## src/rtl/fixed_truncate_pipe.sv

```systemverilog
`default_nettype none
// ============================================================================
// Module   : fixed_truncate_pipe
// Purpose  : Two-stage valid/ready requantiser. It scales a two's-complement
//            IN_W-bit sample by 2^-SHIFT, optionally rounds half away from
//            zero, then saturates or wraps into OUT_W bits. It also counts
//            the out-of-range samples that are delivered downstream.
// Revision : 1.0 - initial release
// ============================================================================
module fixed_truncate_pipe #(
    parameter int IN_W  = 32,
    parameter int OUT_W = 16,
    parameter int SHIFT = 9,
    parameter int CNT_W = 16
) (
    input  logic             clk,
    input  logic             rst_n,
    input  logic             in_valid,
    output logic             in_ready,
    input  logic [IN_W-1:0]  in_data,
    input  logic             in_round,
    input  logic             sat_en,
    output logic             out_valid,
    input  logic             out_ready,
    output logic [OUT_W-1:0] out_data,
    output logic             out_sat,
    output logic [CNT_W-1:0] sat_cnt,
    input  logic             sat_clr
);

    // Quotient width: one bit wider than IN_W-SHIFT so the rounding carry
    // out of the most negative input magnitude is preserved.
    localparam int c_q_w = IN_W - SHIFT + 1;

    // Largest positive magnitude, 2^(OUT_W-1)-1, and largest negative
    // magnitude, 2^(OUT_W-1), expressed at quotient width.
    localparam logic [c_q_w-1:0] c_pos_lim = {{(c_q_w-OUT_W+1){1'b0}}, {(OUT_W-1){1'b1}}};
    localparam logic [c_q_w-1:0] c_q_one   = {{(c_q_w-1){1'b0}}, 1'b1};
    localparam logic [c_q_w-1:0] c_neg_lim = c_pos_lim + c_q_one;

    localparam logic [OUT_W-1:0] c_sat_pos = {1'b0, {(OUT_W-1){1'b1}}};
    localparam logic [OUT_W-1:0] c_sat_neg = {1'b1, {(OUT_W-1){1'b0}}};
    localparam logic [CNT_W-1:0] c_cnt_one = {{(CNT_W-1){1'b0}}, 1'b1};

    // ------------------------------------------------------------------
    // Flow control
    // ------------------------------------------------------------------
    logic r_s1_valid;
    logic w_s2_load;
    logic w_s1_load;

    assign w_s2_load = !out_valid || out_ready;
    assign w_s1_load = !r_s1_valid || w_s2_load;
    assign in_ready  = w_s1_load;

    // ------------------------------------------------------------------
    // Stage 0 (combinational): sign/magnitude split and rounded quotient
    // ------------------------------------------------------------------
    logic              w_sign;
    logic [IN_W:0]     w_ext;
    logic [IN_W:0]     w_mag;
    logic              w_round_up;
    logic [c_q_w-1:0]  w_q;

    assign w_sign     = in_data[IN_W-1];
    assign w_ext      = {in_data[IN_W-1], in_data};
    assign w_mag      = w_sign ? -w_ext : w_ext;
    assign w_round_up = in_round & w_mag[SHIFT-1];
    assign w_q        = w_mag[IN_W:SHIFT] + {{(c_q_w-1){1'b0}}, w_round_up};

    logic             r_s1_sign;
    logic [c_q_w-1:0] r_s1_q;
    logic             r_s1_sat_en;

    // Stage 1 register: capture sign, quotient and per-sample sat mode
    always_ff @(posedge clk or negedge rst_n) begin
        if (!rst_n) begin
            r_s1_valid  <= 1'b0;
            r_s1_sign   <= 1'b0;
            r_s1_q      <= '0;
            r_s1_sat_en <= 1'b0;
        end else if (w_s1_load) begin
            r_s1_valid <= in_valid;
            if (in_valid) begin
                r_s1_sign   <= w_sign;
                r_s1_q      <= w_q;
                r_s1_sat_en <= sat_en;
            end
        end
    end

    // ------------------------------------------------------------------
    // Stage 1 -> 2 (combinational): range check and result selection
    // ------------------------------------------------------------------
    logic             w_oor;
    logic [c_q_w-1:0] w_signed;
    logic [OUT_W-1:0] w_result;

    // Negative side admits one extra magnitude step (-2^(OUT_W-1)).
    assign w_oor    = r_s1_sign ? (r_s1_q > c_neg_lim) : (r_s1_q > c_pos_lim);
    // A zero quotient negates to zero, so negative zero cannot appear.
    assign w_signed = r_s1_sign ? -r_s1_q : r_s1_q;
    // In range and wrap both take the low OUT_W bits of the signed result.
    assign w_result = (w_oor && r_s1_sat_en) ? (r_s1_sign ? c_sat_neg : c_sat_pos)
                                             : w_signed[OUT_W-1:0];

    // Fractional bits and high signed bits are discarded by design.
    logic w_unused_bits;
    assign w_unused_bits = ^{w_mag[SHIFT-1:0], w_signed[c_q_w-1:OUT_W]};

    // Stage 2 register: output sample, holds while downstream stalls
    always_ff @(posedge clk or negedge rst_n) begin
        if (!rst_n) begin
            out_valid <= 1'b0;
            out_data  <= '0;
            out_sat   <= 1'b0;
        end else if (w_s2_load) begin
            out_valid <= r_s1_valid;
            if (r_s1_valid) begin
                out_data <= w_result;
                out_sat  <= w_oor;
            end
        end
    end

    // ------------------------------------------------------------------
    // Saturation statistics
    // ------------------------------------------------------------------
    logic w_sat_pop;
    assign w_sat_pop = out_valid & out_ready & out_sat;

    // Count delivered out-of-range samples; clear has priority, sticks at max
    always_ff @(posedge clk or negedge rst_n) begin
        if (!rst_n) begin
            sat_cnt <= '0;
        end else if (sat_clr) begin
            sat_cnt <= '0;
        end else if (w_sat_pop && (sat_cnt != {CNT_W{1'b1}})) begin
            sat_cnt <= sat_cnt + c_cnt_one;
        end
    end

endmodule
`default_nettype wire

```

## config.mk

```make
export PLATFORM = sky130hd
export DESIGN_NAME = fixed_truncate_pipe
export DESIGN_NICKNAME = d
export VERILOG_FILES = /design/src/rtl/fixed_truncate_pipe.sv
export SDC_FILE = /design/constraint.sdc
export NUM_CORES = 1
export LEC_CHECK = 0
export CAP_MARGIN = 15
export CORE_MARGIN = 3
export CORE_UTILIZATION = 48
export CTS_BUF_LIST = sky130_fd_sc_hd__clkbuf_16
export CTS_CLUSTER_DIAMETER = 100
export DETAILED_ROUTE_END_ITERATION = 10
export GPL_TIMING_DRIVEN = 0
export PLACE_DENSITY = 0.73
export SKIP_LAST_GASP = 1
export SLEW_MARGIN = 20
export SYNTH_ARGS = -nofsm -noshare
export SYNTH_HDL_FRONTEND = slang
export SYNTH_SLANG_ARGS = --single-unit
```

## constraint.sdc

```tcl
create_clock -name clk -period 2.2 [get_ports clk]
set_input_delay 0.66 -clock clk [delete_from_list [all_inputs] [get_ports clk]]
set_output_delay 0.66 -clock clk [all_outputs]
set_load 0.05 [all_outputs]
```

Yosys cells after proc, flatten, opt, wreduce, memory -nomap -nowiden

Index checks and enable logic that the tools add are counted.

Add/sub/neg operators: 4
Magnitude comparators: 2
Equal/unequal tests: 1
Mux-type cells: 7
Bitwise operators: 3
Reductions and logical operators: 9

Operator list:

| cell                  | count |
|---|---|
| $mux 16               | 5 |
| $mux 33               | 1 |
| $neg 33->33           | 1 |
| $add 24x1->24         | 1 |
| $gt 24x15->1 const B  | 1 |
| $gt 24x16->1 const B  | 1 |
| $add 16x1->16 const B | 1 |
| $ne 16x16->1 const B  | 1 |
| $neg 16->16           | 1 |
| $reduce_and 2->1      | 2 |
| $and 1x1->1           | 3 |
| $logic_and 1x1->1     | 2 |
| $logic_not 1->1       | 2 |
| $logic_or 1x1->1      | 2 |
| $reduce_bool 2->1     | 1 |
| $mux 1                | 1 |

Bits in registers: 61
Input port bits: 39
Output and inout port bits: 35
Word-level logic and storage cells: 34

Logic depth before layout (Yosys ltp)

Gate-level depths: netlist of run 1.

Depth after elaboration: 5
Gate-level depth with buffers: 13
Mapped depth without buffers: 12

Worst setup path before layout of run 1

OpenSTA, ideal clock, no wires.

Path type: input-to-reg
Start: input port in_data[31]
End: register r_s1_q[16]
Setup time: 124 ps
Arrival: 3186 ps
Setup slack: -1110 ps
Stages on the path: 13
Buffers on the path: 3
Cells stage by stage: clkbuf_8 > clkbuf_1 > clkbuf_1 > nand2_1 > xor2_1 > nor2b_1 > ha_1 > ha_1 > and2_2 > nand2b_4 > or4b_4 > and4_4 > o31a_1

Cells in the longest elaborated chain, start to end: 3

RTL lines:

| what                 | RTL line | RTL |
|---|---|---|
| from (decl)          | 20       | `input logic [IN_W-1:0] in_data,` |
| $mux 33 (*)          | 67       | `assign w_mag = w_sign ? -w_ext : w_ext;` |
| $and 1x1->1          | 68       | `assign w_round_up = in_round & w_mag[SHIFT-1];` |
| $add 24x1->24 (*)    | 69       | `assign w_q = w_mag[IN_W:SHIFT] + {{(c_q_w-1){1'b0}}, w_round_up};` |
| to (signal assigned) | 86       | `r_s1_q <= w_q;` |
| to (decl)            | 72       | `logic [c_q_w-1:0] r_s1_q;` |

Mark *: on every way between the ends. The rest lies on a longest branch, timed or not.
A chain may end at the register's enable or synchronous reset.

Worst setup path in the final report of run 1

Start: input port in_data[3]
End: register r_s1_q[16]

Cells in the longest elaborated chain, start to end: 4

RTL lines:

| what              | RTL line |
|---|---|
| $neg 33->33 (*)   | 67 |
| $mux 33 (*)       | 67 |
| $and 1x1->1       | 68 |
| $add 24x1->24 (*) | 69 |

Marks and branches as above.

==> results of run 1 <==
[timing repair]
item | in CTS | in global routing
cloned | 1 | 0
buffers inserted | 49 | 24
setup endpoints to repair | 59 | 55
resized for setup | 191 | 88
pin swaps | 72 | 66
[cells in the mapped netlist (all sizes together) (2+ instances only)]
| library cell | instances | area share [%] |
|---|---|---|
| a2bb2oi | 2 | 0.42 |
| or4 | 4 | 0.82 |
| nor3 | 16 | 2.5 |
| and3 | 4 | 0.61 |
| nand3 | 14 | 1.8 |
| a21o | 2 | 0.36 |
| nor4 | 11 | 2.4 |
| or3 | 8 | 1.2 |
| buf | 5 | 1.0 |
| nand2 | 70 | 6.4 |
| a31oi | 9 | 1.5 |
| inv | 14 | 1.3 |
| a211o | 3 | 0.67 |
| o41ai | 2 | 0.61 |
| o211ai | 2 | 0.36 |
| xnor2 | 18 | 4.0 |
| a41oi | 3 | 1.1 |
| o31ai | 6 | 1.1 |
| xor2 | 23 | 4.9 |
| o22ai | 10 | 1.5 |
| and4 | 7 | 1.6 |
| nand4 | 11 | 1.7 |
| o21a | 2 | 0.36 |
| dfrtp | 61 | 37 |
| clkbuf | 20 | 2.1 |
| nor2b | 5 | 0.76 |
| o2111ai | 2 | 0.42 |
| o21ai | 56 | 6.8 |
| and2 | 4 | 0.64 |
| nor2 | 56 | 5.1 |
| ha | 4 | 1.2 |
| nand3b | 2 | 0.36 |
| nand2b | 7 | 1.2 |
| a32oi | 2 | 0.42 |
| a21oi | 28 | 3.4 |
[final timing paths]
| kind | end | start | slack (ns) | cells past startpoint |
|---|---|---|---|---|
| worst max-delay path | r_s1_q[16]$_DFFE_PN0P_ | in_data[3] | -0.67 | 13 |
| worst min-delay path | sat_cnt[10]$_DFFE_PN0P_ | rst_n | 0.22 | 1 |
| worst max register to register | out_data[9]$_DFFE_PN0P_ | r_s1_q[1]$_DFFE_PN0P_ | -0.19 | 11 |
| worst min register to register | out_data[5]$_DFFE_PN0P_ | out_data[5]$_DFFE_PN0P_ | 0.48 | 2 |
| max in group asynchronous | sat_cnt[5]$_DFFE_PN0P_ | rst_n | 1.47 | 2 |
| min in group clk | out_data[5]$_DFFE_PN0P_ | out_data[5]$_DFFE_PN0P_ | 0.48 | 2 |
[worst reg2reg max path, cell delays in order, from the launching register on]
cell	delay [ns]
dfrtp_1	0.40
inv_2	0.09
ha_4	0.12
or3b_4	0.38
and4b_1	0.30
nand3_1	0.10
a21o_1	0.21
and2_4	0.19
buf_8	0.14
a21oi_2	0.13
o22ai_2	0.09
o21ai_1	0.15
[power by group through the flow]
stage,clock network (µW),registers (µW),logic (µW)
after CTS,1370,1440,1490
after global routing,1430,1480,1770
after detailed placement,0,1440,1270
after floorplan,0,1720,526
after global placement,0,1430,1240
final,1360,1460,1670
[per-stage QoR]
stage                     instance area, µm²  hold slack [ns]
after floorplan                         4270            0.364
after global placement                  5110            0.462
after detailed placement                5130            0.470
after CTS                               6190            0.234
after global routing                    6700            0.248
final                                   6700            0.224
[metal layers]
metal / GRT usage [%] / wire length, µm
met5: 0 / 0
met4: 7.14 / 410
met1: 33.4 / 5660
met2: 44.2 / 7030
met3: 4.18 / 747
[registers in the layout, indices dropped and copies added, names as in the netlist]
| name | cells |
|---|---|
| r_s1_sign | 1 |
| r_s1_valid | 1 |
| sat_cnt | 16 |
| r_s1_q | 24 |
| out_data | 16 |
| out_valid | 1 |
| r_s1_sat_en | 1 |
| out_sat | 1 |
[cells by family after synthesis]
group	after synthesis
flops	61
buf+inv	39
compound gates	134
mux	2
simple gates	223
xor+xnor	41
fa+ha+maj	4
[cell type report]
type / instances / share of cell area [%]
Multi-Input combinational cell: 404 / 47.8
Sequential cell: 61 / 22.9
Timing Repair Buffer: 143 / 19.8
Clock buffer: 9 / 3.36
Buffer: 21 / 2.41
Tap cell: 105 / 1.96
Clock inverter: 7 / 0.990
Inverter: 14 / 0.784
==> results.py, run 1 <==
metrics = {
    "status": {
        "status": "complete, but fails checks",
        "violations": "setup timing",
    },
    "timing": {
        "fmax_mhz": 349,
        "min_period_over_period_pct": 130,
        "drv_slew": 0,
        "finClkSkew_ns": 0.00923,
        "finalSetupViolCount": 35,
        "finalSetupTns_ns": -10.42,
        "finalHoldViolCount": 0,
        "worst_slack_ns": -0.666,
        "rsz0062_at_grt": "true",
        "worstMarginPinSlew_ns": 0.665,
        "layout_min_cycle_time_ns": 2.87,
        "max_slew_margin_pct": 55.7,
    },
    "routing": {
        "drt-vias-per-instance": 6.00,
        "first_iter_violations": 312,
        "wl_per_cell_um": 18.1,
        "firstDrtPassIters": 5,
        "final_antenna_net_count": 0,
        "wl_um": 13800,
        "route.detailed.drc": 0,
        "vias": 4584,
    },
    "clocking": {
        "cts_sinks": 61,
        "cts_buffers": 9,
        "htreeDepth": 3,
        "worstSkewPairLatency_ns": 0.33,
        "ctsHoldBuffers": 0,
        "cts_buffer_depth": 2,
        "cts_tree": "done",
        "root_buffer": "clkbuf_16",
        "clk_pin_slew_ns": 0.05,
    },
    "cells_and_area": {
        "regArea_um2": 1530,
        "finalNonFillerCells": 764,
        "multi_input_area_um2": 3200,
        "drive_gt1_share_pct": 36.7,
        "mostFrequentLayoutCell": "nand2_1",
        "syn2layout_area_growth_pct": 62.2,
        "utilization_pct": 80.7,
        "n_fill_cell": 506,
        "layout_common_cells": "60 x nand2_1, 57 x buf_4, 56 x dfrtp_1, 47 x nor2_1, 34 x clkdlybuf4s50_1",
        "insertedDiodeCount": 0,
        "fin_nets": 697,
    },
    "synth": {
        "synth_area_um2": 4130,
        "synth_compound_area_share_pct": 20.0,
        "synth_top_family_by_area": "simple AND/OR/NAND/NOR gates",
        "syn_area_per_cell_um2": 8.20,
        "synth_edf_count": 0,
        "muxShareOfSynthArea_pct": 0.515,
        "synthAdderAreaFrac_pct": 1.21,
        "synthArstFlopShare_pct": 100,
        "yosys.area_share.simple_pct": 28.0,
        "synth_seq_cells": 61,
        "yosys_warnings": 0,
        "ys_types": 65,
        "syn_nets": 547,
        "dominantRegCellSynth": "dfrtp_1",
        "syn_inst": 504,
        "yosys.area_share.xor_xnor_pct": 8.87,
        "synth-seq-area-share_pct": 36.9,
    },
    "setup_path": {
        "arrival_ns": 3.08,
        "worstPathMaxFanout": 7,
        "worstPathRequired_ns": 2.41,
        "worst-path-buf-inv": 2,
        "critPathCaptureType": "flop",
        "setup.worst_path.class": "input port to flop",
        "critPathTopFamily": "simple AND/OR/NAND/NOR gates",
        "slowest_delay_ns": 0.49,
        "slowest_stage": "or4b_4",
        "critPathLaunchType": "input port",
        "critPathMostFrequentCell": "buf_6",
        "crit_chain": "buf_6, nor4_4, buf_6, nand2_4, o21ai_4, xnor2_2, ha_2, ha_4, and2_4, nand2b_4, or4b_4, and4_4, o31a_1",
    },
    "power": {
        "power_uw": 4490,
        "switchingPower_uw": 1660,
        "share_comb_of_total_power_pct": 37.2,
        "leakagePower_uw": 0.00292,
        "switching_share_pct": 37.1,
        "ir_worst_vdd_mv": 0.342,
        "p_int_uw": 2820,
        "seq_power_share_pct": 32.4,
        "cellPowerDensity_nw_per_um2": 670,
        "clkPwrFrac_pct": 30.4,
    },
    "job": {
        "drv_cap": 0,
    },
    "grt": {
        "grt_pass1_wl_um": 20600,
        "grt_remaining_overflow": 0,
        "grt_max_degree": 39,
        "grt_pass1_vias": 4277,
        "gr-usage-all-layers_pct": 25.7,
        "antenna_found_initial": 0,
    },
    "placed_design": {
        "place_inst": 681,
        "hpwl_um": 8020,
        "gp_congestion": 0.853,
        "portBuffers": 71,
        "place_ws_ns": -1.78,
    },
    "floorplanning": {
        "rows": 33,
        "ios": 74,
        "die_h_um": 98.8,
        "die-width_um": 98.8,
        "dieArea_um2": 9760,
        "coreArea_um2": 8300,
        "initial_core_util_pct": 49.8,
    },
    "min_path": {
        "hold_path.class": "input port to async pin",
    },
}
(Power assumes the default switching activity.)
==> run 2, diff against run 1 <==
--- a/config.mk
+++ b/config.mk
@@ -13,6 +13,8 @@
 export DETAILED_ROUTE_END_ITERATION = 10
 export GPL_TIMING_DRIVEN = 0
 export PLACE_DENSITY = 0.73
+export RECOVER_POWER = 25
+export SETUP_SLACK_MARGIN = 0.02
 export SKIP_LAST_GASP = 1
 export SLEW_MARGIN = 20
 export SYNTH_ARGS = -nofsm -noshare
==> run 2 against run 1 <==
  * The flow still finishes with violations (setup timing)
  * Cell count is 0.92% higher
  * Wire length is 5.7% lower
  * Critical path depth is the same
  * Clock skew down 0.0028 ns
  * Clock-buffer cell count did not move
  * Total power is 0.21% higher
  * Largest cell class unchanged
  * Highest routed layer unchanged
==> results.py, run 2 (synthesis results as in run 1) <==
metrics = {
    "status": {
        "status": "complete, but fails checks",
        "violations": "setup timing",
    },
    "job": {
        "drv_cap": 0,
    },
    "grt": {
        "antenna_found_initial": 0,
        "grt_remaining_overflow": 0,
        "grt_pass1_wl_um": 20100,
        "grt_max_degree": 43,
        "gr-usage-all-layers_pct": 24.8,
        "grt_pass1_vias": 4333,
    },
    "power": {
        "ir_worst_vdd_mv": 0.425,
        "cellPowerDensity_nw_per_um2": 683,
        "leakagePower_uw": 0.00288,
    },
    "routing": {
        "maxUsedRoutingLayer": "met4",
        "first_iter_violations": 244,
        "firstDrtPassIters": 5,
        "wl_per_cell_um": 16.9,
        "final_antenna_net_count": 0,
        "wl_um": 13100,
        "drt-vias-per-instance": 5.89,
        "vias": 4541,
        "wl_met2_um": 6500,
        "met1_length_um": 5430,
        "met3_length_um": 701,
        "route.detailed.drc": 0,
    },
    "timing": {
        "layout_min_cycle_time_ns": 2.88,
        "min_period_over_period_pct": 131,
        "drv_slew": 0,
        "max_slew_margin_pct": 32.8,
        "worst_slack_ns": -0.685,
        "worstMarginPinSlew_ns": 1.01,
        "finalHoldViolCount": 0,
        "rsz0062_at_grt": "true",
        "finalSetupViolCount": 32,
        "fmax_mhz": 347,
        "finalSetupTns_ns": -10.23,
        "hold_ws_ns": 0.473,
        "finClkSkew_ns": 0.00645,
    },
    "clocking": {
        "cts_sinks": 61,
        "cts_buffer_depth": 2,
        "ctsHoldBuffers": 0,
        "root_buffer": "clkbuf_16",
        "htreeDepth": 3,
        "clk_pin_slew_ns": 0.05,
        "cts_tree": "done",
        "worstSkewPairLatency_ns": 0.33,
        "cts_buffers": 9,
    },
    "cells_and_area": {
        "fin_nets": 705,
        "top_register": "r_s1_q",
        "reg_top3": "r_s1_q x24, out_data x16, sat_cnt x16",
        "finalNonFillerCells": 771,
        "layout_common_cells": "63 x buf_4, 62 x nand2_1, 56 x dfrtp_1, 49 x nor2_1",
        "mostFrequentLayoutCell": "buf_4",
        "largest_register_ffs": 24,
        "syn2layout_area_growth_pct": 59.3,
        "drive_gt1_share_pct": 34.7,
        "insertedDiodeCount": 0,
        "design_area_um2": 6580,
    },
    "placed_design": {
        "portBuffers": 71,
        "gp_congestion": 0.903,
        "hpwl_um": 7790,
        "place_ws_ns": -1.78,
        "place_inst": 681,
        "dpl-instance-area_um2": 5130,
    },
    "setup_path": {
        "worstPathRequired_ns": 2.39,
        "critPathCaptureType": "flop",
        "arrival_ns": 3.08,
        "critPathLaunchType": "input port",
        "worstPathMaxFanout": 7,
        "setup.worst_path.class": "input port to flop",
    },
    "floorplanning": {
        "initial_core_util_pct": 49.8,
        "ios": 74,
        "coreArea_um2": 8300,
        "dieArea_um2": 9760,
        "rows": 33,
        "die-width_um": 98.8,
        "die_h_um": 98.8,
    },
    "min_path": {
        "hold_path.class": "flop to flop",
    },
}
## run 2: cell type report
type,count,area [µm²]
Sequential cell,61,1530
Clock inverter,6,80.1
Clock buffer,9,225
Fill cell,536,1720
Tap cell,105,131
Buffer,22,175
Inverter,14,52.6
Multi-Input combinational cell,404,3040
Timing Repair Buffer,150,1340
## run 2: layer usage
layer,track usage [%],up-vias
met5,0,-
met1,30.8,2171
met2,43.1,192
met3,3.89,45
li1,-,2133
met4,10.1,0
## run 2: path summary, 6_finish.rpt
| check | cells after the start | start | endpoint | slack, ns |
|---|---|---|---|---|
| setup / recovery | 13 | in_data[7] | r_s1_q[15]$_DFFE_PN0P_ | -0.68 |
| min in group asynchronous | 1 | rst_n | out_data[4]$_DFFE_PN0P_ | 0.48 |
| max in group asynchronous | 2 | rst_n | out_valid$_DFFE_PN0P_ | 0.49 |
| hold reg to reg | 2 | out_data[5]$_DFFE_PN0P_ | out_data[5]$_DFFE_PN0P_ | 0.47 |
| hold / removal | 2 | out_data[5]$_DFFE_PN0P_ | out_data[5]$_DFFE_PN0P_ | 0.47 |
| setup reg to reg | 11 | r_s1_q[0]$_DFFE_PN0P_ | out_data[13]$_DFFE_PN0P_ | -0.18 |
## run 2: power breakdown
group          leakage [µW]  total, µW  switching, µW  internal (µW)
registers          0.000757       1450            162           1290
clock network      0.000150       1440            468            972
logic               0.00197       1610            954            653
total               0.00288       4500           1580           2910
## run 2: what timing repair did
action                     in CTS  in global routing
resized for setup             162                 84
gates cloned                    1                  0
setup endpoints to repair      65                 53
setup buffers                  55                 22
pin swaps                      67                 57
## run 2: critical path: stages
cell and delay (ns):
buf_6 0.10, nor4_4 0.27, buf_6 0.16, nand2_2 0.06
o21ai_2 0.12, xnor2_1 0.14, ha_2 0.26, nand3_2 0.10
or4_4 0.55, nor3_4 0.27, buf_4 0.15, xor2_1 0.16
o21ai_1 0.07
## run 2: stage by stage
| step | util, % | power [µW] |
|---|---|---|
| floorplan | - | 2260 |
| global placement | 61.6 | 2680 |
| detailed placement | 61.8 | 2710 |
| CTS | 74.5 | 4340 |
| global route | 79.3 | 4690 |
| finish | 79.3 | 4500 |
